<file path="config.mk">
export PLATFORM = sky130hd
export DESIGN_NAME = ifid_queue
export DESIGN_NICKNAME = d
export VERILOG_FILES = /design/src/rtl/ifid_queue_pkg.sv /design/src/rtl/ifid_queue_ram.sv /design/src/rtl/ifid_queue.sv
export SDC_FILE = /design/constraint.sdc
export NUM_CORES = 1
export LEC_CHECK = 0
export CAP_MARGIN = 20
export CORE_ASPECT_RATIO = 0.5
export CORE_MARGIN = 1.5
export CORE_UTILIZATION = 50
export CTS_CLUSTER_SIZE = 40
export DETAILED_ROUTE_END_ITERATION = 12
export GPL_TIMING_DRIVEN = 0
export PLACE_DENSITY = 0.86
export SETUP_SLACK_MARGIN = 0.02
export SYNTH_ARGS = -nofsm -noshare
export SYNTH_HDL_FRONTEND = slang
export SYNTH_SLANG_ARGS = --single-unit
</file>
<file path="constraint.sdc">
create_clock -name clk -period 3.6 [get_ports clk]
set_clock_uncertainty 0.15 [all_clocks]
set_input_delay 0.9 -clock clk [delete_from_list [all_inputs] [get_ports clk]]
set_output_delay 0.9 -clock clk [all_outputs]
set_load 0.01 [all_outputs]
</file>
<file path="src/rtl/ifid_queue_pkg.sv">
// ============================================================================
// Module  : ifid_queue_pkg
// Purpose : Shared bus widths, queue depth default, NOP encoding and the
//           pointer wrap helper for the IF/ID instruction queue.
// Contents: ADDR_BUS_WIDTH, INST_BUS_WIDTH, IFID_QUEUE_DEPTH, NOP_INST,
//           ptr_inc()
// Revision: 1.0  initial release
// ============================================================================
`default_nettype none

package ifid_queue_pkg;

  localparam int          ADDR_BUS_WIDTH   = 32;
  localparam int          INST_BUS_WIDTH   = 32;
  localparam int          IFID_QUEUE_DEPTH = 4;
  // All-zero instruction word is the bubble (NOP) seen by decode.
  localparam logic [31:0] NOP_INST         = 32'h0;

  // Advance a ring pointer, wrapping depth-1 -> 0 by explicit compare so a
  // non-power-of-two depth works.
  function automatic int unsigned ptr_inc(input int unsigned ptr,
                                          input int unsigned depth);
    return (ptr == depth - 1) ? 0 : ptr + 1;
  endfunction

endpackage

`default_nettype wire

</file>
<file path="src/rtl/ifid_queue_ram.sv">
// ============================================================================
// Module  : ifid_queue_ram
// Purpose : DEPTH x WIDTH register array for the IF/ID queue. One synchronous
//           write port, one asynchronous read port. No reset (datapath only).
// Ports   : clk        clock
//           we_i       write enable
//           waddr_i    write index
//           wdata_i    write data
//           raddr_i    read index
//           rdata_o    read data (combinational)
// Revision: 1.0  initial release
// ============================================================================
`default_nettype none

module ifid_queue_ram #(
  parameter int DEPTH = 4,
  parameter int WIDTH = 64,
  parameter int PTR_W = $clog2(DEPTH)
) (
  input  logic             clk,
  input  logic             we_i,
  input  logic [PTR_W-1:0] waddr_i,
  input  logic [WIDTH-1:0] wdata_i,
  input  logic [PTR_W-1:0] raddr_i,
  output logic [WIDTH-1:0] rdata_o
);

  logic [WIDTH-1:0] mem_q [DEPTH];

  always_ff @(posedge clk) begin
    if (we_i) begin
      mem_q[waddr_i] <= wdata_i;
    end
  end

  assign rdata_o = mem_q[raddr_i];

endmodule

`default_nettype wire

</file>
<file path="src/rtl/ifid_queue.sv">
// ============================================================================
// Module  : ifid_queue
// Purpose : DEPTH-entry FIFO of {addr, inst} pairs between the IF and ID
//           stages with valid/ready handshakes and a synchronous flush.
//           Optional same-cycle bypass when empty: IFID_QUEUE_BYPASS_EN.
// Ports   : clk                         clock
//           rst                         async reset, active low
//           flush                       discard all entries (priority)
//           in_valid/in_ready           IF handshake
//           in_addr/in_inst             fetched pair
//           out_valid/out_ready         ID handshake
//           out_addr/out_inst           head pair, zero when empty
//           count                       occupancy
// Revision: 1.0  initial release
// ============================================================================
`default_nettype none

module ifid_queue
  import ifid_queue_pkg::*;
#(
  parameter int ADDR_WIDTH = ADDR_BUS_WIDTH,
  parameter int INST_WIDTH = INST_BUS_WIDTH,
  parameter int DEPTH      = IFID_QUEUE_DEPTH
) (
  input  logic                       clk,
  input  logic                       rst,
  input  logic                       flush,
  input  logic                       in_valid,
  output logic                       in_ready,
  input  logic [ADDR_WIDTH-1:0]      in_addr,
  input  logic [INST_WIDTH-1:0]      in_inst,
  output logic                       out_valid,
  input  logic                       out_ready,
  output logic [ADDR_WIDTH-1:0]      out_addr,
  output logic [INST_WIDTH-1:0]      out_inst,
  output logic [$clog2(DEPTH+1)-1:0] count
);

  localparam int               PTR_W      = $clog2(DEPTH);
  localparam int               CNT_W      = $clog2(DEPTH + 1);
  localparam int               DW         = ADDR_WIDTH + INST_WIDTH;
  localparam logic [CNT_W-1:0] C_FULL_CNT = CNT_W'(DEPTH);

  logic [PTR_W-1:0] wr_ptr_q, wr_ptr_d;
  logic [PTR_W-1:0] rd_ptr_q, rd_ptr_d;
  logic [CNT_W-1:0] count_q,  count_d;

  logic          w_mem_valid;
  logic          w_push;
  logic          w_pop;
  logic          w_wr;
  logic          w_bypass_take;
  logic [DW-1:0] w_rd_data;

  assign w_mem_valid = (count_q != '0);
  // Depends only on registered occupancy: no path from out_ready.
  assign in_ready    = (count_q != C_FULL_CNT);
  assign w_push      = in_valid && in_ready;
  // Memory-side pop; a bypassed word never occupies storage.
  assign w_pop       = w_mem_valid && out_ready;
  assign count       = count_q;

`ifdef IFID_QUEUE_BYPASS_EN
  logic w_bypass;
  assign w_bypass      = !w_mem_valid && !flush;
  assign w_bypass_take = w_bypass && in_valid && out_ready;
  assign out_valid     = w_bypass ? in_valid : w_mem_valid;
`else
  assign w_bypass_take = 1'b0;
  assign out_valid     = w_mem_valid;
`endif

  // A word consumed straight through the bypass is not written.
  assign w_wr = w_push && !w_bypass_take && !flush;

  always_comb begin
    out_addr = '0;
    out_inst = '0;
    if (w_mem_valid) begin
      out_addr = w_rd_data[DW-1 -: ADDR_WIDTH];
      out_inst = w_rd_data[INST_WIDTH-1:0];
    end
`ifdef IFID_QUEUE_BYPASS_EN
    else if (!flush) begin
      out_addr = in_addr;
      out_inst = in_inst;
    end
`endif
  end

  always_comb begin
    wr_ptr_d = wr_ptr_q;
    rd_ptr_d = rd_ptr_q;
    count_d  = count_q;
    if (flush) begin
      wr_ptr_d = '0;
      rd_ptr_d = '0;
      count_d  = '0;
    end else begin
      if (w_wr) wr_ptr_d = PTR_W'(ptr_inc(32'(wr_ptr_q), DEPTH));
      if (w_pop) rd_ptr_d = PTR_W'(ptr_inc(32'(rd_ptr_q), DEPTH));
      case ({w_wr, w_pop})
        2'b10:   count_d = count_q + 1'b1;
        2'b01:   count_d = count_q - 1'b1;
        default: count_d = count_q;
      endcase
    end
  end

  always_ff @(posedge clk or negedge rst) begin
    if (!rst) begin
      wr_ptr_q <= '0;
      rd_ptr_q <= '0;
      count_q  <= '0;
    end else begin
      wr_ptr_q <= wr_ptr_d;
      rd_ptr_q <= rd_ptr_d;
      count_q  <= count_d;
    end
  end

  ifid_queue_ram #(
    .DEPTH (DEPTH),
    .WIDTH (DW),
    .PTR_W (PTR_W)
  ) u_ram (
    .clk     (clk),
    .we_i    (w_wr),
    .waddr_i (wr_ptr_q),
    .wdata_i ({in_addr, in_inst}),
    .raddr_i (rd_ptr_q),
    .rdata_o (w_rd_data)
  );

endmodule

`default_nettype wire

</file>
==> metrics.txt <==
Buf/Inv on CP=3; period utilisation layout=0.970; Critical Setup Path Class=register to output port; FF-to-FF Start=count[1]; final hold vios=0; CP Launch Point=rd_ptr_q[0]; Sum Neg Setup Slack=0 ns; Syn Nets=547; fin nets=716; Routed Antenna Nets=0; critical path's most frequent cell=buf_12; min cycle time layout=3.49 ns; Slew @ Worst Pin=0.561 ns; DR iter-0 viols=331; CORE AREA=19800 um2; Crit. End Element=output port; Comb pwr share=0.197; die boundary width=206 um; first-pass GRT wire length=30600 um; Tot GR Track Use=0.190; routed length per instance=21.7 um; via/cell ratio=5.45; num rows=36; Design Power=0.00726 W; syn_area_per_cell=21.7 um2; setup violators final=0; P_sw=0.00169 W; root buf cell=clkbuf_16; WL final=20000 um; max incr delay on CP=0.52 ns; Clk pin slew, worst setup/hold paths=0.06 ns; drt drc=0; leakage=4.77 nW; Hold Startpoint=wr_ptr_q[1]; IO Port Bufs=136; register area share after synthesis=0.767; dpl hpwl=12200 um; Clock power frac=0.321; Synth Warn #=0; RSZ-0062 raised after global routing=false; crit-path max FO=10; startpoint types=register; vias in the first global route=5487; vias post-DR=5020; Max-Cap Viols=0; Num CTS Buffers=23; Power Density=561 nW/um2; Worst Path Arrival=2.44 ns; hold buffers post-CTS=0; # diodes=0; FMAX=286 MHz; maximum VDD drop=0.307 mV; CTS tree=built; I/O pin cnt=138; Syn Inst Count=473; Net Sw Frac=0.232; internal power=0.00558 W; CP top delay family=buffers and inverters; GRT overflow=0; largest net degree at the start of global routing=58; share of cells above drive strength 1=0.202; Clock Tree Buf Depth=3; #FFs+latches synth=263; Sequential Power Share=0.482; mapped cell area=10300 um2; Die Y=104 um; Die ar.=21400 um2; CP max stage cell=mux4_2; Starting Density=0.519; commonest non-fill, non-tap cell in the layout=edfxtp_1; most frequent cells in the layout=256 x edfxtp_1, 94 x clkdlybuf4s50_1, 64 x mux4_2, 64 x and2_1, 40 x dlymetal6s2s_1; required time worst endpoint=2.55 ns; critical path, cell by cell=buf_12 > buf_12 > mux4_2 > and2_1 > clkdlybuf4s50_1; Pins Over Slew Limit=0; clk sinks=263; count of different cell masters after synthesis=37; initial antenna violation count=0; HP Class=register to register; Area Growth Syn to Fin=26.4%; status=finished, final reports clean; H-tree Lvls=1; worst-skew pair later-pin latency=0.49 ns; TritonRoute pass-1 iters=4; RePlAce Congestion=0.749; relative slew slack=0.626
[layout make-up]
class                   instances  area [um2]
clock inverters                11         103
well taps                     266         333
repair buffers                144        1590
plain buffers                  27         238
multi-input cells             179        2220
inverters                       4        15.0
fillers                      1300        6820
clock buffers                  27         591
flip-flops and latches        263        7860
[flip-flops by register name, indices dropped and copies added (netlist names)]
register and cells:
rd_ptr_q 2, wr_ptr_q 2, count 3, u_ram.mem_q 256
[tightest hold or removal path: stages (launching register included)]
cell     delay (ns)
dfrtp_1        0.40
o21ai_0        0.08
a21oi_1        0.07
[cells in the mapped netlist, drive strengths merged]
cell	n	share of area
o21ai	2	0.00098
a2111oi	1	0.00085
a31oi	1	0.00061
nand3	4	0.0020
and2	69	0.042
clkbuf	10	0.0038
dfrtp	7	0.017
nor2	5	0.0018
o31ai	1	0.00073
or4	1	0.00073
o221ai	1	0.00085
nor4	1	0.00061
a21boi	1	0.00073
or3	2	0.0017
a41oi	1	0.00085
inv	4	0.0015
nor3	1	0.00049
o211a	1	0.00098
mux4	64	0.14
xor2	2	0.0017
buf	17	0.012
fa	1	0.0020
edfxtp	256	0.75
a21oi	4	0.0020
o311ai	1	0.00085
a211oi	1	0.00073
o21bai	1	0.00073
ha	4	0.0049
nand3b	2	0.0015
xnor2	2	0.0017
nor3b	1	0.00073
and3b	1	0.00085
nand2b	3	0.0018
[power by group through the flow]
stage / Sequential, W / Clock (W) / Combinational, W
CTS: 0.00350 / 0.00238 / 0.00145
detailed placement: 0.00357 / 0 / 0.00142
finish: 0.00350 / 0.00233 / 0.00143
global placement: 0.00357 / 0 / 0.00138
floorplan: 0.00356 / 0 / 0.000746
global route: 0.00351 / 0.00249 / 0.00153
[final timing paths]
check | depth (start not counted) | slack [ns] | to
worst max-delay path | 5 | 0.11 | out_inst[26]
max in group asynchronous | 1 | 2.51 | rd_ptr_q[0]
worst min register to register | 2 | 0.45 | wr_ptr_q[1]
worst max register to register | 8 | 0.95 | count[2]
worst min-delay path | 2 | 0.45 | wr_ptr_q[1]
min in group asynchronous | 1 | 0.52 | count[1]
[cell families after synthesis]
logic type | Yosys count | share of synthesized area
AOI/OAI and AO/OA | 16 | 0.0109
muxes | 64 | 0.141
adders and majority gates | 5 | 0.00683
buffers and inverters | 31 | 0.0172
and+or+nand+nor | 90 | 0.0543
DFF | 263 | 0.767
xor gates and xnor gates | 4 | 0.00342
[repair_timing]
| item | in CTS | in global routing |
|---|---|---|
| buffers inserted | 0 | 4 |
| gates resized for setup | 14 | 61 |
| pin swaps | 0 | 0 |
| endpoints found under the setup margin | 60 | 57 |
| hold endpoints to repair | 0 | 0 |
[per-layer routing]
| metal | wire length (um) | global-route usage | up-vias |
|---|---|---|---|
| li1 | - | - | 2251 |
| met1 | 8130 | 0.249 | 2635 |
| met2 | 10800 | 0.336 | 107 |
| met3 | 767 | 0.0313 | 27 |
| met4 | 328 | 0.0391 | 0 |
| met5 | 0 | 0 | - |
[per-stage QoR]
stage	utilization	area (um2)	instances	hold WS (ns)	setup WS, ns
6_report	0.655	13000	921	0.447	0.106
5_1_grt	0.655	13000	921	0.520	0.0261
4_1_cts	0.646	12800	917	0.453	-0.0350
3_5_place_dp	0.610	12100	879	0.444	0.256
3_3_place_gp	0.604	11900	875	0.440	-1.36
2_1_floorplan	-	10300	473	0.411	0.134
(Power assumes the default switching activity.)
